**src/rtl/btb_assoc.sv**
```systemverilog
// N-way set-associative branch target buffer with registered lookup,
// in-place 2-bit counter training, round-robin replacement and flush.
//
// Ports:
//   clk, reset          rising-edge clock, synchronous active-high reset
//   flush               invalidate every entry, reset replacement pointers
//   lookup_valid/pc     fetch-stage lookup request
//   pred_valid/hit/target/taken  prediction, one cycle after the request
//   upd_valid/pc/target/taken    resolved-branch training from execute
module btb_assoc #(
    parameter int NUM_SETS = 8,
    parameter int NUM_WAYS = 2
) (
    input  logic        clk,
    input  logic        reset,
    input  logic        flush,
    input  logic        lookup_valid,
    input  logic [31:0] lookup_pc,
    output logic        pred_valid,
    output logic        pred_hit,
    output logic [31:0] pred_target,
    output logic        pred_taken,
    input  logic        upd_valid,
    input  logic [31:0] upd_pc,
    input  logic [31:0] upd_target,
    input  logic        upd_taken
);

    localparam int IDX_W = $clog2(NUM_SETS);
    localparam int TAG_W = 30 - IDX_W;
    localparam int WAY_W = (NUM_WAYS > 1) ? $clog2(NUM_WAYS) : 1;

    logic             valid_q  [NUM_SETS][NUM_WAYS];
    logic [TAG_W-1:0] tag_q    [NUM_SETS][NUM_WAYS];
    logic [31:0]      target_q [NUM_SETS][NUM_WAYS];
    logic [1:0]       ctr_q    [NUM_SETS][NUM_WAYS];
    logic [WAY_W-1:0] rr_ptr   [NUM_SETS];

    logic [IDX_W-1:0] l_idx;
    logic [TAG_W-1:0] l_tag;
    logic [IDX_W-1:0] u_idx;
    logic [TAG_W-1:0] u_tag;

    assign l_idx = lookup_pc[IDX_W+1:2];
    assign l_tag = lookup_pc[31:IDX_W+2];
    assign u_idx = upd_pc[IDX_W+1:2];
    assign u_tag = upd_pc[31:IDX_W+2];

    // Byte-offset bits never take part in indexing or tagging.
    logic unused_pc_bits;
    assign unused_pc_bits = ^{lookup_pc[1:0], upd_pc[1:0]};

    logic             l_hit;
    logic [WAY_W-1:0] l_way;
    logic             u_hit;
    logic [WAY_W-1:0] u_way;
    logic             u_free;
    logic [WAY_W-1:0] u_free_way;
    logic [WAY_W-1:0] victim;
    logic [1:0]       ctr_cur;
    logic [1:0]       ctr_next;
    logic             do_upd;

    // Ways are scanned high to low so the lowest matching way wins.
    always_comb begin
        l_hit      = 1'b0;
        l_way      = '0;
        u_hit      = 1'b0;
        u_way      = '0;
        u_free     = 1'b0;
        u_free_way = '0;
        for (int w = NUM_WAYS - 1; w >= 0; w--) begin
            if (valid_q[l_idx][w] && tag_q[l_idx][w] == l_tag) begin
                l_hit = 1'b1;
                l_way = WAY_W'(w);
            end
            if (valid_q[u_idx][w] && tag_q[u_idx][w] == u_tag) begin
                u_hit = 1'b1;
                u_way = WAY_W'(w);
            end
            if (!valid_q[u_idx][w]) begin
                u_free     = 1'b1;
                u_free_way = WAY_W'(w);
            end
        end
    end

    always_comb begin
        victim = '0;
        if (u_free) begin
            victim = u_free_way;
        end else if (NUM_WAYS > 1) begin
            victim = rr_ptr[u_idx];
        end
    end

    always_comb begin
        ctr_cur  = ctr_q[u_idx][u_way];
        ctr_next = ctr_cur;
        if (upd_taken) begin
            if (ctr_cur != 2'b11) ctr_next = ctr_cur + 2'd1;
        end else begin
            if (ctr_cur != 2'b00) ctr_next = ctr_cur - 2'd1;
        end
    end

    // Flush takes precedence over a same-cycle update.
    assign do_upd = upd_valid && !flush;

    always_ff @(posedge clk) begin
        if (reset) begin
            for (int s = 0; s < NUM_SETS; s++) begin
                rr_ptr[s] <= '0;
                for (int w = 0; w < NUM_WAYS; w++) begin
                    valid_q[s][w] <= 1'b0;
                    ctr_q[s][w]   <= 2'b01;
                end
            end
        end else if (flush) begin
            for (int s = 0; s < NUM_SETS; s++) begin
                rr_ptr[s] <= '0;
                for (int w = 0; w < NUM_WAYS; w++) begin
                    valid_q[s][w] <= 1'b0;
                end
            end
        end else if (do_upd) begin
            if (u_hit) begin
                ctr_q[u_idx][u_way] <= ctr_next;
            end else if (upd_taken) begin
                valid_q[u_idx][victim] <= 1'b1;
                ctr_q[u_idx][victim]   <= 2'b10;
                if (!u_free && NUM_WAYS > 1) begin
                    rr_ptr[u_idx] <= rr_ptr[u_idx] + WAY_W'(1);
                end
            end
        end
    end

    // Tag and target payload carries no reset; validity gates its use.
    always_ff @(posedge clk) begin
        if (!reset && do_upd && upd_taken) begin
            if (u_hit) begin
                target_q[u_idx][u_way] <= upd_target;
            end else begin
                tag_q[u_idx][victim]    <= u_tag;
                target_q[u_idx][victim] <= upd_target;
            end
        end
    end

    always_ff @(posedge clk) begin
        if (reset) begin
            pred_valid  <= 1'b0;
            pred_hit    <= 1'b0;
            pred_target <= '0;
            pred_taken  <= 1'b0;
        end else begin
            pred_valid  <= lookup_valid;
            pred_hit    <= lookup_valid && l_hit;
            pred_target <= (lookup_valid && l_hit) ? target_q[l_idx][l_way] : 32'h0;
            pred_taken  <= lookup_valid && l_hit && ctr_q[l_idx][l_way][1];
        end
    end

endmodule

```
**config.mk**
```make
export PLATFORM = sky130hd
export DESIGN_NAME = btb_assoc
export DESIGN_NICKNAME = d
export VERILOG_FILES = /design/src/rtl/btb_assoc.sv
export SDC_FILE = /design/constraint.sdc
export NUM_CORES = 1
export LEC_CHECK = 0
export BUFFER_PORTS_ARGS = -buffer_cell sky130_fd_sc_hd__buf_2
export CORE_UTILIZATION = 46
export CTS_CLUSTER_DIAMETER = 40
export DETAILED_ROUTE_END_ITERATION = 8
export RECOVER_POWER = 50
export SLEW_MARGIN = 5
export SYNTH_ARGS = -nofsm -noshare
export SYNTH_HDL_FRONTEND = slang
export SYNTH_SLANG_ARGS = --single-unit
```
**constraint.sdc**
```tcl
create_clock -name clk -period 11.8 [get_ports clk]
set_clock_uncertainty 0.15 [all_clocks]
set_input_delay 3.54 -clock clk [delete_from_list [all_inputs] [get_ports clk]]
set_output_delay 3.54 -clock clk [all_outputs]
set_load 0.01 [all_outputs]
```
; ---- Word level (Yosys, flattened, before mapping)
; Memory sizes are Yosys's and may differ from the RTL's.
; Cells that the tools add are included.
[totals]
ff_bits = 35
ramBits = 1000
word_cells = 301
n_memories = 5
[classes]
add_sub_neg = 3
magnitude_cmp = 5
n_eq_ne = 5
n_mux = 165
bitwise = 96
n_reduce_logical = 18
[mem_list]
columns = memory, depth, width, rd, rd_ports_with_merged_regs, wr, line
row1 = target_q, 8, 64, 1, 0, 1, 35  ; logic [31:0] target_q [NUM_SETS][NUM_WAYS];
row2 = tag_q, 8, 54, 2, 0, 1, 34  ; logic [TAG_W-1:0] tag_q [NUM_SETS][NUM_WAYS];
row3 = ctr_q, 8, 4, 2, 0, 8, 36  ; logic [1:0] ctr_q [NUM_SETS][NUM_WAYS];
row4 = valid_q, 8, 2, 2, 0, 8, 33  ; logic valid_q [NUM_SETS][NUM_WAYS];
row5 = rr_ptr, 8, 1, 1, 0, 8, 37  ; logic [WAY_W-1:0] rr_ptr [NUM_SETS];
[op_table]
columns = operator, n
row1 = $mux W32, 5
row2 = $mux W1, 129
row3 = $mux W64, 2
row4 = $eq A27 B27 Y1, 4
row5 = $or A1 B1 Y1, 92
row6 = $demux W32 S1, 2
row7 = $mux W54, 1
row8 = $mux W2, 14
row9 = $demux W27 S1, 1
row10 = $mux W27, 1
row11 = $mux W4, 4
row12 = $logic_and A1 B1 Y1, 11
row13 = $mux W3, 3
row14 = $ge A2 B2 Y1 const B, 3
row15 = $not A1 Y2, 3
row16 = $demux W2 S1, 2
row17 = $lt A2 B1 Y1 const B, 2
row18 = $reduce_or A2 Y1, 2
row19 = $reduce_or A4 Y1, 1
row20 = $add A2 B1 Y2 const B, 1
row21 = $logic_not A1 Y1, 2
row22 = $ne A2 B2 Y1 const B, 1
row23 = $reduce_bool A2 Y1, 1
row24 = $sub A2 B1 Y2 const B, 1
row25 = other kinds (4), 4

; ---- Depth between registers and ports, before layout
; An unclocked memory read counts as a cell.
[depth]
ltp_word = 14
depth_mapped = 14

; ---- Worst setup path before layout
; No wires, ideal clock.
[synth_path]
path_kind = input-to-reg
start = input upd_pc[2]
end = memory target_q[0][32] (netlist name), enable pin
t_arrival_ns = 8.361
required_ns = 11.189
path_slack_ns = 2.828
cell_stages = 12
path_buffers = 4
cell_sequence = buf_4 buf_2 mux4_2 mux2i_1 xnor2_1 nor3b_1 nand4_1 or4b_4 buf_2 o21a_1 buf_2 nor3_1
[synth_between]
elab_chain_len = 12
elab_cells_between_ends = 33
[synth_rtl]
columns = item, line
row1 = "start, declared", 24  ; input logic [31:0] upd_pc,
row2 = $mem_v2 Z8 W54, n/a
row3 = $eq A27 B27 Y1, 77  ; if (valid_q[u_idx][w] && tag_q[u_idx][w] == u_tag) begin
row4 = $logic_and A1 B1 Y1, 77
row5 = $mux W1 (2 in a row), 77
row6 = $not A1 Y2 (implied by the code), 143  ; target_q[u_idx][u_way] <= upd_target;
row7 = $ge A2 B2 Y1 (implied by the code) / $lt A2 B1 Y1 (equally long branches), 143
row8 = $logic_and A1 B1 Y1 (implied by the code), 143
row9 = $mux W32 (implied by the code), 143
row10 = $demux W32 S1, 143
row11 = $mux W64 (implied by the code), 143
row12 = $or A1 B1 Y1 (no source line), n/a
row13 = "end, declared", 35
; Several ways; a longest one is shown, not always the timed one.

; ---- Worst setup path in the final report
[layout_path]
start = input upd_pc[2]
end = memory target_q[1][18] (netlist name), enable pin
; Same word-level chain as after synthesis.

==> results.sh <==
export IMPL_ys_seq_elements=1035
export IMPL_critical_path_max_stage_delay_ps=990
export IMPL_worst_path_most_repeated_cell="buf_4"
export IMPL_worstSetupPathType="primary input to register"
export IMPL_die_h_um=311
export IMPL_async_reset_ff_share_pct=0
export IMPL_yosys_warnings=0
export IMPL_dp_hpwl_mm=62.9
export IMPL_switching_share_pct=21.7
export IMPL_hold_start="valid_q[3][1]$_DFF_P_"
export IMPL_instances_no_fill=3789
export IMPL_fin_tns_setup_ps=0
export IMPL_critPathLaunchType="primary input"
export IMPL_grt_max_degree=99
export IMPL_syn_inst=2222
export IMPL_cts_root_buf="clkbuf_16"
export IMPL_cp_arrival_ps=9520
export IMPL_syn_nets=2324
export IMPL_grt_usage_pct=23.2
export IMPL_stdcell_area_mm2=0.0509
export IMPL_p_int_w=0.00686
export IMPL_drc_errors=0
export IMPL_cts_tree="yes"
export IMPL_worst_pin_slew_ps=1290
export IMPL_die_w_um=311
export IMPL_placed_cell_area_mm2=0.0463
export IMPL_clk_pin_slew_ps=50
export IMPL_drv_cap=0
export IMPL_initial_core_util_pct=46.4
export IMPL_p_per_area_mw_per_mm2=172
export IMPL_core_mm2=0.0949
export IMPL_reg2reg_from="tag_q[7][38]$_DFFE_PP_"
export IMPL_fin_crit_sh_pct=79.0
export IMPL_vdd_drop_max_v=0.000128
export IMPL_leakage_nw=16.4
export IMPL_status="complete, no violations"
export IMPL_worst_skew_pair_late_latency_ps=740
export IMPL_antenna_found_initial=10
export IMPL_htreeDepth=4
export IMPL_wl_mm=112
export IMPL_grt_pass1_wl_mm=162
export IMPL_clk_path_buf_depth=3
export IMPL_area_growth_pct=15.7
export IMPL_drive_gt1_share_pct=27.3
export IMPL_yosysSeqAreaShare_pct=69.4
export IMPL_synth_ff_type="edfxtp_1"
export IMPL_cts_resized=0
export IMPL_vias=23200
export IMPL_p_switching_w=0.00190
export IMPL_rsz0062_at_grt="false"
export IMPL_cts_buffers=139
export IMPL_via_per_inst=6.12
export IMPL_port_buffers=132
export IMPL_crit_start="upd_pc[2]"
export IMPL_synth_area_per_cell_um2=19.8
export IMPL_synthDistinctLibCells=65
export IMPL_gp_congestion=0.841
export IMPL_ant_nets=0
export IMPL_comb_power_share_pct=5.4
export IMPL_num_rows=113
export IMPL_fin_nets=2512
export IMPL_required_ps=12000
export IMPL_crit_slowest_cell="nor4_1"
export IMPL_power_frac_seq_pct=46.2
export IMPL_worstPathCellList="buf_4, buf_4, and2_0, clkbuf_1, a22oi_1, a21oi_1, o22ai_1, or4_1, nor4_1, o21a_1, and3_2, buf_4"
export IMPL_setup_viol=0
export IMPL_crit_path_end_kind="register"
export IMPL_dr_pass1_iters=5
export IMPL_cp_max_fo=33
export IMPL_place_inst=3534
export IMPL_postCtsSetupBuffers=0
export IMPL_slew_headroom_pct=12.9
export IMPL_clkPwrFrac_pct=48.4
export IMPL_wire_per_inst_um=29.4
export IMPL_cts_sinks=1035
export IMPL_synth_area_mm2=0.0440
export IMPL_final_hold_violation_count=0
export IMPL_grt_pass1_vias=23800
export IMPL_synth_edff_count=984
export IMPL_die_area_mm2=0.0969
export IMPL_drtIter0Drc=2473
export IMPL_fin_crit_ps=9320
export IMPL_fmax_ghz=0.107
export IMPL_finalMaxSlewViolations=0
export IMPL_io_pins=137
export IMPL_grt_ovfl_total=0
export IMPL_cts_hold_buf=0
export IMPL_hp_class="register to register"
-- layer usage --
layer | vias to the layer above | part of all wire [%] | global-route usage (%)
li1 | 9765 | - | -
met1 | 12400 | 41 | 31.8
met2 | 850 | 50 | 38.1
met3 | 193 | 6.3 | 4.01
met4 | 14 | 2.3 | 7.03
met5 | - | 0.089 | 0
-- Yosys cell counts (9+ instances only) --
cell	count	area share, %
edfxtp_1	984	67
mux4_2	320	16
mux2i_1	221	5.0
xnor2_1	69	1.4
clkbuf_1	58	0.49
dfxtp_1	51	2.3
o22ai_1	43	0.61
nand2_1	38	0.32
nor2_1	38	0.32
buf_2	37	0.42
buf_1	31	0.26
o21ai_0	29	0.33
nor4_1	27	0.38
a22oi_1	26	0.44
xor2_1	25	0.50
nand4_1	20	0.28
nand3_1	19	0.22
nor3_1	19	0.22
and3_1	14	0.20
buf_4	13	0.22
or3_1	11	0.16
o21bai_1	10	0.17
a21o_1	9	0.15
a21oi_1	9	0.10
-- registers in the layout (all words and copies together), names as in the netlist --
name and cells:
ctr_q 32, pred_hit 1, pred_taken 1, pred_target 32, pred_valid 1, rr_ptr 8
tag_q 432, target_q 512, valid_q 16
-- final cells by class --
type                            count  area [µm²]
Antenna cell                        3        7.51
Multi-Input combinational cell   1043       13000
Inverter                            4        15.0
Sequential cell                  1035       30600
Timing Repair Buffer              187        1020
Fill cell                        7375       43900
Tap cell                         1265        1580
Clock inverter                     88        1050
Clock buffer                      164        3710
-- worst max-delay path, delay by kind of cell --
family,cells,cell delay (ps)
simple gates,4,2520
buf+inv,4,2180
compound gates,4,1200
-- cells in the final DEF, fill, tap and decap left out, types with 9 or more instances in the layout --
cell        synthesis  final
nand2_1            38     37
nor2_4              0     16
a22oi_1            26     26
o21ai_0            29     29
mux2i_1           221    221
nor2_1             38     22
nor4_1             27     28
clkinv_1            0     13
clkinv_4            0      9
clkinv_2            0     16
clkbuf_16           0    143
buf_2              37     31
inv_6               0     13
xor2_1             25     25
o22ai_1            43     43
xnor2_1            69     69
clkbuf_1           58    113
edfxtp_1          984    984
o21bai_1           10     10
nand4_1            20     20
bufinv_16           0     16
nand3_1            19     19
nor3_1             19     11
dfxtp_1            51     51
mux4_2            320    320
or3_1              11     11
buf_4              13     52
a21oi_1             9      9
a21o_1              9      9
clkinvlp_4          0     11
-- logic make-up after synthesis --
logic type	after synthesis	share of synthesized area, %
DFF	1035	69.4
muxes	547	21.5
and+or+nand+nor	235	2.98
AOI/OAI and AO/OA	163	2.61
buffers and inverters	144	1.46
xor gates and xnor gates	94	1.87
adders and majority gates	4	0.0909
-- power groups by stage --
stage	clock [W]	sequential, W	combinational, W
CTS	0.00431	0.00404	0.000482
finish	0.00424	0.00404	0.000473
global route	0.00444	0.00404	0.000505
global placement	0	0.00411	0.000473
detailed placement	0	0.00411	0.000480
floorplan	0	0.00411	0.000307
-- stage by stage --
stage | total power [W] | util [%] | setup slack, ps | hold slack, ps
2_1_floorplan | 0.00442 | - | 2830 | 286
3_3_place_gp | 0.00459 | 48.8 | 2290 | 299
6_report | 0.00875 | 53.7 | 2480 | 325
4_1_cts | 0.00883 | 53.8 | 3000 | 328
5_1_grt | 0.00899 | 53.7 | 2230 | 358
3_5_place_dp | 0.00459 | 48.8 | 2220 | 317
-- worst paths after layout --
check        slack [ps]  cells after the start                         end
min reg2reg         330                      2       valid_q[3][1]$_DFF_P_
min                 330                      2       valid_q[3][1]$_DFF_P_
max                2480                     12   target_q[1][18]$_DFFE_PP_
max reg2reg        6620                      9  pred_target[16]$_SDFF_PP0_
Power figures use the tool's default switching activity.
